<file path="src/rtl/mshr.sv">
// mshr: miss holding registers that count emulated latency down, replay expired misses and pulse feedback on retire
module mshr #(
  parameter int NUM_ENTRIES = 16,
  parameter int ADDR_W = 27,
  parameter int CNT_W = $clog2(NUM_ENTRIES + 1)
) (
  input  logic              clk,
  input  logic              resetb,
  input  logic              miss_valid,
  input  logic [ADDR_W-1:0] miss_addr,
  input  logic [4:0]        miss_latency,
  input  logic [2:0]        miss_warp_ID,
  input  logic [1:0]        miss_scb_ID,
  input  logic [4:0]        miss_reg_addr,
  input  logic [7:0]        miss_thread_mask,
  input  logic              miss_is_write,
  input  logic              replay_ready,
  output logic              mshr_full,
  output logic              replay_valid,
  output logic [2:0]        replay_warp_ID,
  output logic [1:0]        replay_scb_ID,
  output logic [4:0]        replay_reg_addr,
  output logic [7:0]        replay_thread_mask,
  output logic              replay_is_write,
  output logic [ADDR_W-1:0] replay_addr,
  output logic              mshr_neg_feedback_valid,
  output logic [ADDR_W-1:0] mshr_neg_feedback_addr,
  output logic [CNT_W-1:0]  pending_count,
  output logic              mshr_overflow
);
  localparam int IW = $clog2(NUM_ENTRIES);
  logic [NUM_ENTRIES-1:0] valid_q, valid_d;
  logic [4:0]        cnt_q  [NUM_ENTRIES];
  logic [4:0]        cnt_d  [NUM_ENTRIES];
  logic [ADDR_W-1:0] addr_q [NUM_ENTRIES];
  logic [2:0]        warp_q [NUM_ENTRIES];
  logic [1:0]        scb_q  [NUM_ENTRIES];
  logic [4:0]        reg_q  [NUM_ENTRIES];
  logic [7:0]        mask_q [NUM_ENTRIES];
  logic [NUM_ENTRIES-1:0] wr_q;
  logic [IW-1:0]     free_idx, sel_idx;
  logic              sel_hit, alloc, retire;
  logic [CNT_W-1:0]  pending_q, pending_d;
  logic              fb_valid_q, ovf_q;
  logic [ADDR_W-1:0] fb_addr_q;
  always_comb begin
    free_idx = '0;
    sel_idx = '0;
    sel_hit = 1'b0;
    for (int i = NUM_ENTRIES - 1; i >= 0; i--) begin
      if (!valid_q[i]) free_idx = IW'(i);
      if (valid_q[i] && cnt_q[i] == 5'd0) begin
        sel_idx = IW'(i);
        sel_hit = 1'b1;
      end
    end
  end
  assign mshr_full = &valid_q;
  assign alloc = miss_valid && !mshr_full;
  assign retire = sel_hit && replay_ready;
  assign replay_valid = sel_hit;
  assign replay_addr = sel_hit ? addr_q[sel_idx] : '0;
  assign replay_warp_ID = sel_hit ? warp_q[sel_idx] : '0;
  assign replay_scb_ID = sel_hit ? scb_q[sel_idx] : '0;
  assign replay_reg_addr = sel_hit ? reg_q[sel_idx] : '0;
  assign replay_thread_mask = sel_hit ? mask_q[sel_idx] : '0;
  assign replay_is_write = sel_hit && wr_q[sel_idx];
  // Allocation targets an invalid slot and retire a valid one, so they never collide.
  always_comb begin
    valid_d = valid_q;
    if (retire) valid_d[sel_idx] = 1'b0;
    if (alloc) valid_d[free_idx] = 1'b1;
    pending_d = '0;
    for (int i = 0; i < NUM_ENTRIES; i++) begin
      cnt_d[i] = (alloc && free_idx == IW'(i)) ? miss_latency :
                 (valid_q[i] && cnt_q[i] != 5'd0) ? cnt_q[i] - 5'd1 : cnt_q[i];
      pending_d = pending_d + CNT_W'(valid_d[i]);
    end
  end
  always_ff @(posedge clk or negedge resetb) begin
    if (!resetb) begin
      valid_q <= '0;
      cnt_q <= '{default: '0};
      pending_q <= '0;
      fb_valid_q <= 1'b0;
      fb_addr_q <= '0;
      ovf_q <= 1'b0;
    end else begin
      valid_q <= valid_d;
      cnt_q <= cnt_d;
      pending_q <= pending_d;
      fb_valid_q <= retire;
      if (retire) fb_addr_q <= replay_addr;
      ovf_q <= ovf_q | (miss_valid && mshr_full);
    end
  end
  always_ff @(posedge clk) begin
    if (alloc) begin
      addr_q[free_idx] <= miss_addr;
      warp_q[free_idx] <= miss_warp_ID;
      scb_q[free_idx] <= miss_scb_ID;
      reg_q[free_idx] <= miss_reg_addr;
      mask_q[free_idx] <= miss_thread_mask;
      wr_q[free_idx] <= miss_is_write;
    end
  end
  assign pending_count = pending_q;
  assign mshr_neg_feedback_valid = fb_valid_q;
  assign mshr_neg_feedback_addr = fb_addr_q;
  assign mshr_overflow = ovf_q;
endmodule
</file>
<file path="config.mk">
export PLATFORM = sky130hd
export DESIGN_NAME = mshr
export DESIGN_NICKNAME = d
export VERILOG_FILES = /design/src/rtl/mshr.sv
export SDC_FILE = /design/constraint.sdc
export NUM_CORES = 1
export LEC_CHECK = 0
export BUFFER_PORTS_ARGS = -buffer_cell sky130_fd_sc_hd__buf_2
export CORE_MARGIN = 2
export CORE_UTILIZATION = 50
export DETAILED_ROUTE_END_ITERATION = 10
export PLACE_DENSITY = 0.67
export SKIP_CTS_REPAIR_TIMING = 1
export SYNTH_ARGS = -nofsm -noshare
export SYNTH_HDL_FRONTEND = slang
export SYNTH_SLANG_ARGS = --single-unit
</file>
<file path="constraint.sdc">
create_clock -name clk -period 12.6 [get_ports clk]
set_clock_uncertainty 0.05 [all_clocks]
set_input_delay 1.26 -clock clk [delete_from_list [all_inputs] [get_ports clk]]
set_output_delay 1.26 -clock clk [all_outputs]
set_load 0.02 [all_outputs]
</file>
==> qor.tcl, run 1 <==
set qor(dieArea_sq_um) 75600
set qor(clock_insertion_delay_worst_skew_ns) 0.64
set qor(yosys.cell_types.count) 82
set qor(syn-cell-area_sq_um) 36700
set qor(core_area_sq_um) 72800
set qor(stdcell_count) 3729
set qor(cts_sinks) 866
set qor(ff2ff_path_depth) 20
set qor(post_synth.cell_area_avg_sq_um) 14.1
set qor(period_minus_slack_ns) 7.79
set qor(final_max_slew_viol_count) 0
set qor(antenna_violations_before_repair) 5
set qor(dominant_cells_by_area_after_synthesis) {edfxtp_1 (60%), dfrtp_1 (8.9%), mux2i_1 (2.7%)}
set qor(critical_path_required_time_ns) 11.29
set qor(maximum_number_of_pins_on_one_net_before_global_route_repair) 150
set qor(chipWidth_um) 275
set qor(ys.warnings.count) 0
set qor(hpwlAfterDp_um) 53900
set qor(final_common_cell) {edfxtp_1}
set qor(status) {completed}
set qor(io_pins) 137
set qor(busiest_grt_layer) {met2}
set qor(yosys.area.top_type_share_pct) 60.2
set qor(cts_max_level) 3
set qor(setup-violations-final) 0
set qor(crit_arrival_ns) 6.48
set qor(wire_length_of_the_first_global_routing_pass_um) 146000
set qor(port_buffers) 136
set qor(path_common_cell) {buf_4}
set qor(report.final.hold_viol_count) 0
set qor(drc) 0
set qor(post-synth-top-area-cell) {edfxtp_1}
set qor(power_frac_clock_pct) 21.9
set qor(rsz0062_at_grt) {false}
set qor(power.static_leakage_nw) 14.5
set qor(groute.layer.met3.usage_pct) 4.29
set qor(first_global_vias) 23678
set qor(synth_sequential_area_ratio_pct) 69.1
set qor(detail_route.vias_per_cell) 6.45
set qor(cp-end-kind) {output pin}
set qor(global_route_congestion_overflow_total) 0
set qor(worst_pin_slew_ns) 1.19
set qor(cts_root_buf) {clkbuf_16}
set qor(cp_slowest_stage_delay_ns) 0.79
set qor(mostFrequentLayoutCells) {edfxtp_1 (736), nand2_1 (237), o21ai_0 (149), and3_1 (136), buf_2 (135)}
set qor(sum_of_buffers_and_inverters_on_the_critical_path) 5
set qor(cts_tree) {done}
set qor(maximum_fanout_encountered_on_the_critical_timing_path) 72
set qor(synth-edff-count) 736
set qor(chipHeight_um) 275
set qor(initialDrtViolationCount) 2501
set qor(finalHoldWorstSlack_ns) 0.419
set qor(critical-path-top-delay-family) {buffers and inverters}
set qor(syn_nets) 2697
set qor(internal-power_w) 0.00681
set qor(num_rows) 99
set qor(fin_setup_tns_ns) 0
set qor(via_count) 24051
set qor(hold_class) {flip-flop to flip-flop}
set qor(clock.fmax_mhz) 128
set qor(timing.max_slew.rel_slack_pct) 20.8
set qor(wirelength_um) 97700
set qor(path_clk_slew_ns) 0.06
set qor(net-switching-power_w) 0.00478
set qor(synth_ff_type) {edfxtp_1}
set qor(gr-usage-met1_pct) 34.4
set qor(critPathLaunchType) {flip-flop}
set qor(gr-usage-met2_pct) 41.3
set qor(place_inst) 3567
set qor(drt.antenna.violating_nets) 0
set qor(ys_async_sr_fraction_pct) 15.0
set qor(seqPwrFrac_pct) 33.4
set qor(drive_gt1_share_pct) 15.0
set qor(pnr_total_power_w) 0.0116
set qor(grtUsageTotal_pct) 25.7
set qor(power_density_nw_per_um2) 281
set qor(initial_util_pct) 50.4
set qor(vdd.ir_drop.worst_v) 0.000367
set qor(detailedRoute.firstPassIterationCount) 6
set qor(area_overhead_of_the_layout_relative_to_synthesis_pct) 12.1
set qor(comb_power_share_pct) 44.7
set qor(clock_tree.buffer_depth) 3
set qor(cts_inserted_buffers) 88
set qor(cp_num_cells) 14
set qor(netlist_instances) 2605
set qor(cp_slowest_cell) {nor4b_1}
set qor(max_cap_violations) 0
set qor(worstHoldPathCells) 2
set qor(criticalPathCategory) {flip-flop to output pin}
set qor(power.share.switching_pct) 41.3
set qor(synth.ff_latch_count) 866
set qor(layout_worst_path_cycle_share_pct) 61.8
set qor(routedWlPerCell_um) 26.2
set qor(gp_congestion) 0.901
set qor(crit_path_cell_trace) {inv_1, ha_1, nor4b_1, and2_1, o311a_1, o21ai_4, buf_4, nand2_4, buf_4, buf_4, a211oi_1, a2111oi_0, and4_1, buf_2}
set qor(nets) 2790
layout make-up:
class	instances	area, sq um
Fill cell	5708	31700
Sequential cell	866	25400
Multi-Input combinational cell	1489	10500
Clock buffer	120	2380
Tap cell	959	1200
Timing Repair Buffer	184	1060
Clock inverter	41	395
Inverter	69	260
Antenna cell	1	2.50
sequential cells by signal (all words and copies together) (netlist names):
| signal | flops |
|---|---|
| scb_q | 32 |
| addr_q | 432 |
| pending_count | 5 |
| cnt_q | 80 |
| mshr_neg_feedback_addr | 27 |
| mask_q | 128 |
| mshr_neg_feedback_valid | 1 |
| reg_q | 80 |
| valid_q | 16 |
| warp_q | 48 |
| mshr_overflow | 1 |
| wr_q | 16 |
logic make-up (layout without fill, tap and decap cells):
kind of cell / count (synthesis) / in the layout / synth area share (%)
flops: 866 / 866 / 69.1
simple gates: 709 / 709 / 10.1
compound gates: 559 / 559 / 11.6
buf+inv: 250 / 414 / 2.81
mux: 130 / 130 / 3.65
xor+xnor: 54 / 54 / 1.29
fa+ha+maj: 37 / 37 / 1.47
other cells: 0 / 1 / 0
routing by layer:
layer	vias up	part of all wire, %
met5	-	0.032
met4	6	4.4
met3	261	8.3
met2	1192	47
met1	12188	40
li1	10404	-
power groups by stage:
stage	clock, W	combinational (W)	sequential, W
final	0.00254	0.00518	0.00386
after global routing	0.00268	0.00560	0.00391
after CTS	0.00257	0.00520	0.00386
after detailed placement	0	0.00518	0.00392
after global placement	0	0.00503	0.00389
after floorplan	0	0.00345	0.00390
worst min-delay path: cells and delay by family, from the launching register on:
family | cells | cell delay (ns)
AO/OA/AOI/OAI | 1 | 0.04
flip-flops | 1 | 0.33
AND/OR/NAND/NOR | 1 | 0.06
through the flow:
stage | setup slack, ns | util [%] | area (sq um)
3_3_place_gp | 5.45 | 52.7 | 38400
5_1_grt | 4.26 | 56.5 | 41200
4_1_cts | 4.61 | 56.5 | 41200
2_1_floorplan | 5.60 | - | 36700
6_report | 4.81 | 56.5 | 41200
3_5_place_dp | 5.28 | 52.7 | 38400
Yosys cell counts, types with 30 or more instances:
| cell type | instances |
|---|---|
| a211oi_1 | 113 |
| a21oi_1 | 34 |
| and3_1 | 136 |
| clkbuf_1 | 142 |
| dfrtp_1 | 130 |
| edfxtp_1 | 736 |
| inv_1 | 69 |
| mux2_2 | 32 |
| mux2i_1 | 98 |
| nand2_1 | 240 |
| nand3_1 | 129 |
| nand4_1 | 30 |
| nor2_1 | 34 |
| nor4_1 | 34 |
| o21ai_0 | 149 |
| xnor2_1 | 35 |
path summary, 6_finish.rpt:
kind	start	end	slack, ns
min reg2reg	mshr_neg_feedback_addr[9]$_DFFE_PN0N_	mshr_neg_feedback_addr[9]$_DFFE_PN0N_	0.42
min in group asynchronous	resetb	mshr_neg_feedback_addr[25]$_DFFE_PN0N_	0.62
max in group asynchronous	resetb	cnt_q[36]$_DFFE_PN0P_	10.43
max	cnt_q[15]$_DFFE_PN0P_	replay_scb_ID[1]	4.81
min	mshr_neg_feedback_addr[9]$_DFFE_PN0N_	mshr_neg_feedback_addr[9]$_DFFE_PN0N_	0.42
max reg2reg	cnt_q[75]$_DFFE_PN0P_	pending_count[4]$_DFF_PN0_	5.28
Note: power is estimated with default switching activity, not from simulation.
==> run 2: changes to the inputs <==
Settings changed: PLACE_DENSITY 0.67 to 0.69.
Clock period 12.6 ns to 6.52 ns, I/O delays scaled along.
==> qor.tcl, run 2 (same netlist as run 1, synthesis figures left out) <==
set qor(status) {completed} ;# unchanged
set qor(drive_gt1_share_pct) 15.9 ;# was 15.0%
set qor(finalHoldWorstSlack_ns) 0.0337 ;# was 0.419 ns
set qor(criticalPathCategory) {flip-flop to output pin} ;# unchanged
set qor(net-switching-power_w) 0.00931 ;# was 0.00478 W
set qor(dieArea_sq_um) 75600 ;# unchanged
set qor(wire_length_of_the_first_global_routing_pass_um) 146000 ;# about the same
set qor(power.share.switching_pct) 41.2 ;# was 41.3%
set qor(cp_slowest_stage_delay_ns) 0.84 ;# was 0.79 ns
set qor(cts_sinks) 866 ;# unchanged
set qor(nets) 2811 ;# was 2790
set qor(io_pins) 137 ;# unchanged
set qor(setup-violations-final) 0 ;# unchanged
set qor(finish.instance_area_sq_um) 41400 ;# was 41200 sq um
set qor(cts_root_buf) {clkbuf_16} ;# unchanged
set qor(detail_route.vias_per_cell) 6.39 ;# was 6.45
set qor(worst_pin_slew_ns) 1.16 ;# was 1.19 ns
set qor(largest_register_ffs) 432 ;# unchanged
set qor(vdd.ir_drop.worst_v) 0.000697 ;# was 0.000367 V
set qor(comb_power_share_pct) 45.0 ;# was 44.7%
set qor(timing.max_slew.rel_slack_pct) 22.9 ;# was 20.8%
set qor(cp-end-kind) {output pin} ;# unchanged
set qor(rsz0062_at_grt) {false} ;# unchanged
set qor(clock.fmax_mhz) 160
set qor(drc) 0 ;# unchanged
set qor(detailedRoute.firstPassIterationCount) 5 ;# was 6
set qor(wirelength_um) 98300 ;# was 97700 um
set qor(fin_setup_tns_ns) 0 ;# unchanged
set qor(cts_tree) {done} ;# unchanged
set qor(final_common_cell) {edfxtp_1} ;# unchanged
set qor(place_area_sq_um) 38500 ;# was 38400 sq um
set qor(via_count) 23943 ;# was 24051
set qor(power_density_nw_per_um2) 546 ;# was 281 nW/um^2
set qor(maximum_fanout_encountered_on_the_critical_timing_path) 93 ;# was 72
set qor(final_max_slew_viol_count) 0 ;# unchanged
set qor(max_cap_violations) 0 ;# unchanged
set qor(cts_max_level) 3 ;# unchanged
set qor(drt.antenna.violating_nets) 0 ;# unchanged
set qor(stdcell_count) 3749 ;# was 3729
set qor(cts_inserted_buffers) 89 ;# was 88
set qor(hold_class) {primary input to asynchronous set/reset pin} ;# was flip-flop to flip-flop
set qor(pnr_total_power_w) 0.0226 ;# was 0.0116 W
set qor(worst-r2r-setup-slack_ns) 0.62 ;# was 5.28 ns
set qor(critPathLaunchType) {flip-flop} ;# unchanged
set qor(power.static_leakage_nw) 14.7 ;# was 14.5 nW
set qor(reg.largest.list) {addr_q: 432 flops, mask_q: 128 flops} ;# unchanged
set qor(core_area_sq_um) 72800 ;# unchanged
set qor(power_frac_clock_pct) 21.9 ;# about the same
set qor(initial_util_pct) 50.4 ;# unchanged
set qor(grtUsageTotal_pct) 25.8 ;# was 25.7%
set qor(cp_slowest_cell) {buf_4} ;# was nor4b_1
set qor(internal-power_w) 0.0133 ;# was 0.00681 W
set qor(place_inst) 3587 ;# was 3567
set qor(top_register) {addr_q} ;# unchanged
set qor(port_buffers) 136 ;# unchanged
set qor(report.final.hold_viol_count) 0 ;# unchanged
set qor(reg2reg_from) {cnt_q[70]$_DFFE_PN0P_} ;# was cnt_q[75]$_DFFE_PN0P_
set qor(path_common_cell) {buf_4} ;# unchanged
set qor(clock_insertion_delay_worst_skew_ns) 0.65 ;# was 0.64 ns
set qor(area_overhead_of_the_layout_relative_to_synthesis_pct) 12.7 ;# was 12.1%
set qor(layout_worst_path_cycle_share_pct) 96.0
set qor(crit_arrival_ns) 5.56 ;# was 6.48 ns
set qor(initialDrtViolationCount) 2324 ;# was 2501
set qor(period_minus_slack_ns) 6.26
set qor(crit_path_cell_trace) {inv_1, ha_1, or4b_1, o2bb2a_1, o311a_1, o21ai_4, buf_4, buf_4, nand3_1, a31o_2, a31oi_1, and4_1, buf_2} ;# was inv_1, ha_1, nor4b_1, and2_1, o311a_1, o21ai_4, buf_4, nand2_4, buf_4, buf_4, a211oi_1, a2111oi_0, and4_1, buf_2
set qor(first_global_vias) 23728 ;# was 23678
set qor(num_rows) 99 ;# unchanged
set qor(fillerInstances) 5709 ;# was 5708
set qor(mostFrequentLayoutCells) {edfxtp_1 (736), nand2_1 (237), o21ai_0 (149), and3_1 (136), buf_2 (135)} ;# unchanged
set qor(global_route_congestion_overflow_total) 0 ;# unchanged
set qor(critical_path_required_time_ns) 5.82 ;# was 11.29 ns
set qor(maximum_number_of_pins_on_one_net_before_global_route_repair) 204 ;# was 150
set qor(antenna_violations_before_repair) 7 ;# was 5
set qor(clock_tree.buffer_depth) 3 ;# unchanged
set qor(routedWlPerCell_um) 26.2 ;# about the same
set qor(chipWidth_um) 275 ;# unchanged
set qor(chipHeight_um) 275 ;# unchanged
set qor(seqPwrFrac_pct) 33.1 ;# was 33.4%
set qor(path_clk_slew_ns) 0.06 ;# about the same
set qor(hpwlAfterDp_um) 53300 ;# was 53900 um
set qor(reg2reg_to) {pending_count[4]$_DFF_PN0_} ;# unchanged
set qor(ff2ff_path_depth) 20 ;# unchanged
set qor(gp_congestion) 0.920 ;# was 0.901
==> run 2: changes by cell type in the layout (fill, tap and decap cells not counted), sizes merged <==
cell	previous run	this run
diode	1	2
buf	184	204
clkinv	31	35
clkinvlp	3	0
clkbuf	120	118
==> run 2: metrics by stage <==
step | utilization [%] | setup slack, ns
floorplan | - | 0.213
global placement | 52.9 | 0.610
detailed placement | 52.9 | 0.578
CTS | 56.8 | 0.301
global route | 56.8 | 0.0853
finish | 56.8 | 0.260
==> run 2: critical path, delay by kind of cell, from the launching register on <==
| family | cells | cell delay, ns |
|---|---|---|
| AND/OR/NAND/NOR | 3 | 1.00 |
| buffers and inverters | 4 | 1.95 |
| adder cells (fa/ha/maj) | 1 | 0.15 |
| AO/OA/AOI/OAI | 5 | 1.32 |
| flip-flops | 1 | 0.37 |
==> run 2: how the worst max path moves through the flow <==
stage                                     start                    endpoint  cells after the start
after global placement    cnt_q[40]$_DFFE_PN0P_  pending_count[4]$_DFF_PN0_                     21
after detailed placement  cnt_q[40]$_DFFE_PN0P_  pending_count[4]$_DFF_PN0_                     21
final                     cnt_q[20]$_DFFE_PN0P_           replay_warp_ID[0]                     13
after floorplan           valid_q[15]$_DFF_PN0_  pending_count[4]$_DFF_PN0_                     16
after global routing      cnt_q[55]$_DFFE_PN0P_           replay_warp_ID[0]                     14
after CTS                 cnt_q[20]$_DFFE_PN0P_           replay_warp_ID[0]                     13
==> run 2: layout make-up <==
class / count / area, sq um / share of cell area, %
flip-flops and latches: 866 / 25400 / 61.3
multi-input cells: 1489 / 10500 / 25.4
clock buffers: 118 / 2430 / 5.87
repair buffers: 204 / 1230 / 2.99
well taps: 959 / 1200 / 2.90
clock inverters: 42 / 384 / 0.929
inverters: 69 / 264 / 0.638
diodes: 2 / 5.00 / 0.0121
==> run 2: power by group through the flow <==
stage | sequential, W | combinational, W | clock, W
6_report | 0.00747 | 0.0102 | 0.00495
5_1_grt | 0.00755 | 0.0110 | 0.00523
4_1_cts | 0.00746 | 0.0102 | 0.00501
3_5_place_dp | 0.00757 | 0.0101 | 0
3_3_place_gp | 0.00752 | 0.00983 | 0
2_1_floorplan | 0.00754 | 0.00666 | 0
==> run 2: routing by layer <==
layer	routed length, um	global-route usage, %
met1	40400	35.6
met2	47200	42.0
met3	7570	4.05
met4	3000	9.06
met5	66	0
